## config.mk

```make
export PLATFORM = sky130hd
export DESIGN_NAME = spi_master
export DESIGN_NICKNAME = d
export VERILOG_FILES = /design/src/rtl/spi_master.sv
export SDC_FILE = /design/constraint.sdc
export NUM_CORES = 1
export LEC_CHECK = 0
export CAP_MARGIN = 20
export CORE_MARGIN = 2
export CORE_UTILIZATION = 49
export DETAILED_ROUTE_END_ITERATION = 12
export PLACE_DENSITY = 0.8
export SLEW_MARGIN = 5
export SYNTH_ARGS = -nofsm -noshare
export SYNTH_HDL_FRONTEND = slang
export SYNTH_SLANG_ARGS = --single-unit
```

## constraint.sdc

```tcl
create_clock -name clk -period 1.62 [get_ports clk]
set_input_delay 0.243 -clock clk [delete_from_list [all_inputs] [get_ports clk]]
set_output_delay 0.243 -clock clk [all_outputs]
set_load 0.01 [all_outputs]
```

## src/rtl/spi_master.sv

```systemverilog
// SPI master that sends a 2-bit command plus an 8-bit payload as a framed, MSB-first word.
// A read-data command (cmd=11) also waits MISO_LAT cycles and then captures one byte from MISO.
module spi_master #(
    parameter int unsigned MISO_LAT = 2
) (
    input  logic       clk,
    input  logic       rst_n,
    input  logic       start_i,
    input  logic [1:0] cmd_i,
    input  logic [7:0] din_i,
    input  logic       miso_i,
    output logic       ss_n_o,
    output logic       mosi_o,
    output logic       busy_o,
    output logic       done_o,
    output logic [7:0] rd_data_o,
    output logic       rd_valid_o
);

    typedef enum logic [2:0] {
        S_IDLE    = 3'd0,
        S_SELECT  = 3'd1,
        S_CMD     = 3'd2,
        S_SHIFT   = 3'd3,
        S_WAIT    = 3'd4,
        S_CAPTURE = 3'd5,
        S_END     = 3'd6
    } state_e;

    // The counter holds the frame cycle through SELECT..SHIFT; it restarts at WAIT and keeps running through CAPTURE.
    localparam logic [4:0] SHIFT_LAST = 5'd11;
    localparam logic [4:0] WAIT_LAST  = 5'(MISO_LAT - 1);
    localparam logic [4:0] CAP_LAST   = 5'(MISO_LAT + 7);

    state_e      state_q, state_d;
    logic [4:0]  cnt_q, cnt_d;
    logic [9:0]  sh_q, sh_d;
    logic        rd_frame_q, rd_frame_d;
    logic [7:0]  rx_q, rx_d;
    logic        ss_n_q, ss_n_d;
    logic        mosi_q, mosi_d;
    logic        busy_q, busy_d;
    logic        done_q, done_d;
    logic [7:0]  rd_data_q, rd_data_d;
    logic        rd_valid_q, rd_valid_d;

    // State register and registered outputs.
    always_ff @(posedge clk or negedge rst_n) begin
        if (!rst_n) begin
            state_q    <= S_IDLE;
            cnt_q      <= 5'd0;
            sh_q       <= 10'd0;
            rd_frame_q <= 1'b0;
            rx_q       <= 8'h00;
            ss_n_q     <= 1'b1;
            mosi_q     <= 1'b0;
            busy_q     <= 1'b0;
            done_q     <= 1'b0;
            rd_data_q  <= 8'h00;
            rd_valid_q <= 1'b0;
        end else begin
            state_q    <= state_d;
            cnt_q      <= cnt_d;
            sh_q       <= sh_d;
            rd_frame_q <= rd_frame_d;
            rx_q       <= rx_d;
            ss_n_q     <= ss_n_d;
            mosi_q     <= mosi_d;
            busy_q     <= busy_d;
            done_q     <= done_d;
            rd_data_q  <= rd_data_d;
            rd_valid_q <= rd_valid_d;
        end
    end

    // Next state and next output values; outputs are computed for the cycle being entered.
    always_comb begin
        state_d    = state_q;
        cnt_d      = cnt_q;
        sh_d       = sh_q;
        rd_frame_d = rd_frame_q;
        rx_d       = rx_q;
        ss_n_d     = 1'b1;
        mosi_d     = 1'b0;
        done_d     = 1'b0;
        rd_data_d  = rd_data_q;
        rd_valid_d = 1'b0;

        case (state_q)
            S_IDLE: begin
                if (start_i) begin
                    state_d    = S_SELECT;
                    cnt_d      = 5'd0;
                    sh_d       = {cmd_i, din_i};
                    rd_frame_d = (cmd_i == 2'b11);
                    ss_n_d     = 1'b0;
                    mosi_d     = cmd_i[1];
                end else begin
                    state_d = S_IDLE;
                end
            end
            S_SELECT: begin
                state_d = S_CMD;
                cnt_d   = cnt_q + 5'd1;
                ss_n_d  = 1'b0;
                mosi_d  = sh_q[9];
            end
            S_CMD: begin
                state_d = S_SHIFT;
                cnt_d   = cnt_q + 5'd1;
                ss_n_d  = 1'b0;
                mosi_d  = sh_q[9];
            end
            S_SHIFT: begin
                if (cnt_q == SHIFT_LAST) begin
                    if (rd_frame_q) begin
                        state_d = S_WAIT;
                        cnt_d   = 5'd0;
                        ss_n_d  = 1'b0;
                    end else begin
                        state_d = S_END;
                        done_d  = 1'b1;
                    end
                end else begin
                    cnt_d  = cnt_q + 5'd1;
                    sh_d   = {sh_q[8:0], 1'b0};
                    ss_n_d = 1'b0;
                    mosi_d = sh_q[8];
                end
            end
            S_WAIT: begin
                cnt_d  = cnt_q + 5'd1;
                ss_n_d = 1'b0;
                if (cnt_q == WAIT_LAST) begin
                    state_d = S_CAPTURE;
                end else begin
                    state_d = S_WAIT;
                end
            end
            S_CAPTURE: begin
                rx_d = {rx_q[6:0], miso_i};
                if (cnt_q == CAP_LAST) begin
                    state_d    = S_END;
                    done_d     = 1'b1;
                    rd_valid_d = 1'b1;
                    rd_data_d  = {rx_q[6:0], miso_i};
                end else begin
                    cnt_d  = cnt_q + 5'd1;
                    ss_n_d = 1'b0;
                end
            end
            S_END: begin
                state_d = S_IDLE;
            end
            default: begin
                state_d = S_IDLE;
            end
        endcase

        busy_d = (state_d != S_IDLE);
    end

    assign ss_n_o     = ss_n_q;
    assign mosi_o     = mosi_q;
    assign busy_o     = busy_q;
    assign done_o     = done_q;
    assign rd_data_o  = rd_data_q;
    assign rd_valid_o = rd_valid_q;

endmodule

```

==> impl_metrics.toml, run 1 <==
[sta]
fin_crit_ns = 1.70
skew_ns = 0.00320
finalHoldViolations = 0
fmax_mhz = 589
tns_ns = -0.701
fin_crit_sh_pct = 105
fin_ws_ns = -0.0780
relSlewSlack_pct = 60.5
worst_slew_pin_slew_ns = 0.593
setup_viol = 13
rsz0062_at_grt = "true"
drv_slew = 0

[die]
die-area_sq_mm = 0.00454
die_y_um = 67.4
initial_core_util_pct = 50.0
rows = 23
core_sq_mm = 0.00394
io_pins = 27
die_w_um = 67.4

[global_routing]
antenna_found_initial = 0
first_global_vias = 1281
grt_max_degree = 27
gr-total-overflow = 0
grt_pass1_wl_um = 6310
track_usage_pct = 19.0

[cts]
cts_tree = "yes"
cts.sinks = 39
clkTransAtPathRegs_ns = 0.08
clk_latency_ns = 0.30
cts-root-buf = "clkbuf_8"
htreeDepth = 2
cts_buffers = 5
clockBufferDepth = 2

[place]
dp_hpwl_um = 2820
place_area_sq_mm = 0.00242
port_buffers = 26
gp_congestion = 0.816

[yosys]
ys_types = 41
synth-edff-count = 0
syn_inst = 156
ys_ff_latch = 39
netlist_area_sq_mm = 0.00197
ys_warn_count = 0
seq_area_frac_synth_pct = 49.6
synth_ff_type = "dfrtp_1"
avgSynthCellArea_sq_um = 12.6
async_flop_share_pct = 100
syn-num-nets = 172

[detailed_routing]
route.met3.wl_um = 212
totalWireLength_um = 4120
routed.top_layer = "met4"
via_per_inst = 5.33
post_drt_wl_per_cell_um = 15.6
via_count = 1407
detail-route-antenna-nets = 0
drc = 0
met2_length_um = 2120
dr.pass1.iters = 4
drt_iter0_markers = 49
drt-met1-wl_um = 1740

[final_layout]
diodes = 0
area_growth_pct = 35.6
finalNetCount = 229
drive_gt1_share_pct = 40.7
final_area_sq_mm = 0.00267

[critical_path]
startpoint_type = "flip-flop"
cpPeakStageDelay_ns = 0.41
path_max_fanout = 6
worstPathCellList = "inv_2 > ha_4 > nand4bb_4 > buf_6 > o32ai_4 > buf_4 > a211o_1 > a22o_1"
worstSetupPathType = "reg2reg"
critPathSlowestCell = "dfrtp_2"
critPathCaptureType = "flip-flop"
worstPathRequired_ns = 1.81
critPathArrivalTime_ns = 1.89

[hold_path]
hold_path_class = "in2async"

[outcome]
violations = "negative setup slack"
status = "complete, but fails checks"

[power]
powerDensity_mw_per_mm2 = 1710
ir_worst_vdd_uv = 1070
leakage_uw = 0.00130

[job]
drv_cap = 0
worst max-delay path: cells and delay by family, from the launching register on:
family,cells,cell delay (ns)
AOI/OAI and AO/OA,3,0.54
adders and majority gates,1,0.17
buffers and inverters,3,0.35
DFF,1,0.41
and+or+nand+nor,1,0.10
where the power goes:
part	internal, uW	total [uW]	switching (uW)
logic	1290	2280	986
registers	1240	1480	234
clock network	458	820	361
total	2990	4580	1580
routing by layer:
| metal | vias up | track usage, % |
|---|---|---|
| li1 | 670 | - |
| met3 | 4 | 6.00 |
| met2 | 47 | 31.2 |
| met4 | 0 | 5.36 |
| met1 | 686 | 24.3 |
| met5 | - | 0 |
state kept, by name, summed over array words and instances, names as in the netlist:
name,cells
busy_o,1
done_o,1
state_q,3
sh_q,10
mosi_o,1
cnt_q,5
rd_frame_q,1
rd_data_o,8
rx_q,7
ss_n_o,1
rd_valid_o,1
cell type report:
type,count,area (sq um)
timing repair buffer,55,482
fill,272,1270
sequential,39,981
multi-input combinational,107,1010
tap,50,62.6
clock inverter,3,43.8
inverter,5,18.8
clock buffer,5,68.8
path summary, 6_finish.rpt:
path                         startpoint      endpoint  slack, ns  cells after the start
max                            cnt_q[1]      cnt_q[4]      -0.08                      8
min reg2reg                rd_data_o[6]  rd_data_o[6]       0.51                      1
max reg2reg                    cnt_q[1]      cnt_q[4]      -0.08                      8
min in group clk           rd_data_o[6]  rd_data_o[6]       0.51                      1
min                               rst_n      cnt_q[3]       0.48                      2
max in group asynchronous         rst_n  rd_data_o[7]       0.60                      3
what timing repair did:
item / 4_1_cts / 5_1_grt
hold buffers: 1 / 0
gates cloned: 1 / 0
endpoints found under the hold margin: 23 / 0
buffers inserted: 0 / 6
gates resized for setup: 6 / 11
setup endpoints to repair: 21 / 25
pin swaps: 5 / 7
logic make-up (layout without fill, tap and decap cells):
kind of cell / count (synthesis) / in the layout / synth area share (%)
AND/OR/NAND/NOR: 56 / 57 / 17.1
flip-flops: 39 / 39 / 49.6
multiplexers: 25 / 25 / 17.5
AO/OA/AOI/OAI: 23 / 23 / 11.5
buffers and inverters: 11 / 68 / 2.98
adder cells (fa/ha/maj): 2 / 2 / 1.27
synth_stat cells (2+ instances only):
cell type / number / area (sq um)
o22ai_1: 2 / 12.5
mux2_4: 17 / 255
dfrtp_1: 38 / 951
ha_1: 2 / 25.0
mux2_2: 8 / 90.1
a21oi_1: 3 / 15.0
nand3b_1: 2 / 15.0
nor2_1: 6 / 22.5
inv_1: 3 / 11.3
nand2_1: 32 / 120
inv_2: 2 / 7.51
a211o_1: 3 / 26.3
buf_2: 2 / 10.0
buf_4: 2 / 15.0
nand3_1: 3 / 15.0
or2_1: 2 / 12.5
a22o_1: 5 / 43.8
through the flow:
stage               std cells  hold slack, ns  power [uW]  utilization, %  worst slack [ns]
CTS                       258           0.509        4350            65.3           -0.0777
finish                    264           0.477        4580            67.8           -0.0780
detailed placement        248           0.290        3470            61.3            -0.217
floorplan                 156         -0.0526        2890               -           -0.0548
global placement          248           0.274        3340            61.3            -0.141
global route              264           0.521        4850            67.8            -0.151
layout by cell type, fill, tap and decap left out, types with 3 or more instances in the layout:
cell type,synthesis,final
nor2_1,6,6
clkbuf_8,0,5
nand2_1,32,32
inv_2,2,3
mux2_4,17,17
a21oi_1,3,3
mux2_2,8,8
dfrtp_2,0,3
dfrtp_1,38,35
a22o_1,5,5
buf_4,2,27
nand3_1,3,3
a211o_1,3,3
clkdlybuf4s50_1,0,24
No activity file was read; power rests on OpenSTA's default activity.
==> run 2, diff against run 1 <==
Settings changed: CORE_UTILIZATION 49 to 60, DONT_BUFFER_PORTS from default to 1, PLACE_DENSITY 0.8 to 0.81.
Clock period 1.62 ns to 2.1 ns, I/O delays scaled along.
==> impl_metrics.toml, run 2 (same netlist as run 1, synthesis figures left out) <==
[hold_path]
hold_path_class = "in2reg"
hp-start = "din_i[0]"

[outcome]
status = "complete, no violations"

[detailed_routing]
detail-route-antenna-nets = 0
via_count = 1200
via_per_inst = 5.83
dr.pass1.iters = 4
post_drt_wl_per_cell_um = 16.2
totalWireLength_um = 3340
drt_iter0_markers = 73
drc = 0

[cts]
post_cts.repair.setup_buffers = 0
clk_latency_ns = 0.33
cts_tree = "yes"
ctsResizeCount = 0
cts.sinks = 39
htreeDepth = 2
cts_buffers = 5
clockBufferDepth = 2
cts-root-buf = "clkbuf_4"
clkTransAtPathRegs_ns = 0.11
holdBufCountCts = 2

[global_routing]
track_usage_pct = 19.1
grt_pass1_wl_um = 5220
grt_max_degree = 40
first_global_vias = 1146
antenna_found_initial = 0
gr-total-overflow = 0

[place]
dp_hpwl_um = 2330
port_buffers = 0
gp_congestion = 0.774

[sta]
drv_slew = 0
fmax_mhz = 538
fin_crit_sh_pct = 88.5
skew_ns = 0.00546
worst_slew_pin_slew_ns = 0.544
relSlewSlack_pct = 63.8
rsz0062_at_grt = "false"
finalHoldViolations = 0
fin_crit_ns = 1.86
tns_ns = 0
fin_hold_ws_ns = 0.101
setup_viol = 0

[final_layout]
drive_gt1_share_pct = 30.9
final_common_cell = "dfrtp_1"
area_growth_pct = 7.43
finalNetCount = 177
diodes = 0
regMostFlops = "sh_q"
n_fill_cell = 211
final_cell_mix = "38 x dfrtp_1, 32 x nand2_1, 17 x mux2_4"
largest_register_ffs = 10

[critical_path]
critPathArrivalTime_ns = 2.09
startpoint_type = "flip-flop"
r2r-start = "cnt_q[0]"
worstSetupPathType = "reg2reg"
worstPathRequired_ns = 2.33
path_max_fanout = 9
critPathCaptureType = "flip-flop"
startpoint = "cnt_q[0]"

[die]
die_w_um = 61.3
initial_core_util_pct = 64.0
die_y_um = 61.3
io_pins = 27
die-area_sq_mm = 0.00376
core_sq_mm = 0.00308
rows = 20

[power]
powerDensity_mw_per_mm2 = 1390
leakage_uw = 0.00104
ir_worst_vdd_uv = 704

[job]
drv_cap = 0
[run 2: worst max-delay path: stages, from the launching register on]
cell,delay [ns]
dfrtp_1,0.43
ha_1,0.29
and4bb_4,0.27
a2bb2oi_4,0.19
nor2_8,0.23
mux2_4,0.33
[run 2: per-layer routing]
metal,routed length (um),GRT usage (%),vias up
met5,0,0,-
met2,1740,32.2,26
li1,-,-,563
met1,1400,23.5,605
met4,43,6.52,0
met3,158,5.46,6
[run 2: power breakdown]
group / total, uW / switching [uW] / internal [uW]
registers: 1160 / 206 / 953
clock network: 516 / 235 / 281
logic: 1270 / 572 / 694
total: 2940 / 1010 / 1930
[run 2: path summary, 6_finish.rpt]
kind	to	slack (ns)	depth (start not counted)
max	sh_q[5]	0.24	5
min	sh_q[0]	0.10	2
max reg2reg	sh_q[5]	0.24	5
min reg2reg	sh_q[0]	0.52	2
max in group asynchronous	ss_n_o	1.40	2
min in group asynchronous	rx_q[3]	0.45	2
[run 2: stage by stage]
| stage | setup WS, ns | total power [uW] | cells | util [%] | instance area [sq um] |
|---|---|---|---|---|---|
| floorplan | 0.388 | 2220 | 156 | - | 1970 |
| global placement | 0.286 | 2350 | 196 | 65.0 | 2000 |
| detailed placement | 0.254 | 2410 | 196 | 65.0 | 2000 |
| CTS | 0.232 | 2970 | 206 | 68.8 | 2120 |
| global route | 0.171 | 3120 | 206 | 68.8 | 2120 |
| finish | 0.242 | 2940 | 206 | 68.8 | 2120 |
[run 2: area by class of cell]
class,count,area (sq um),share of cell area (%)
inverters,5,18.8,0.887
multi-input cells,106,935,44.1
flip-flops and latches,39,977,46.2
well taps,44,55.1,2.60
clock buffers,6,51.3,2.42
repair buffers,4,45.0,2.13
clock inverters,2,35.0,1.65
==> run 3, diff against run 2 <==
Settings changed: ABC_AREA from default to 0.
==> results of run 3 <==
Same layout as run 2: the final DEF is identical, and so are final timing and power.
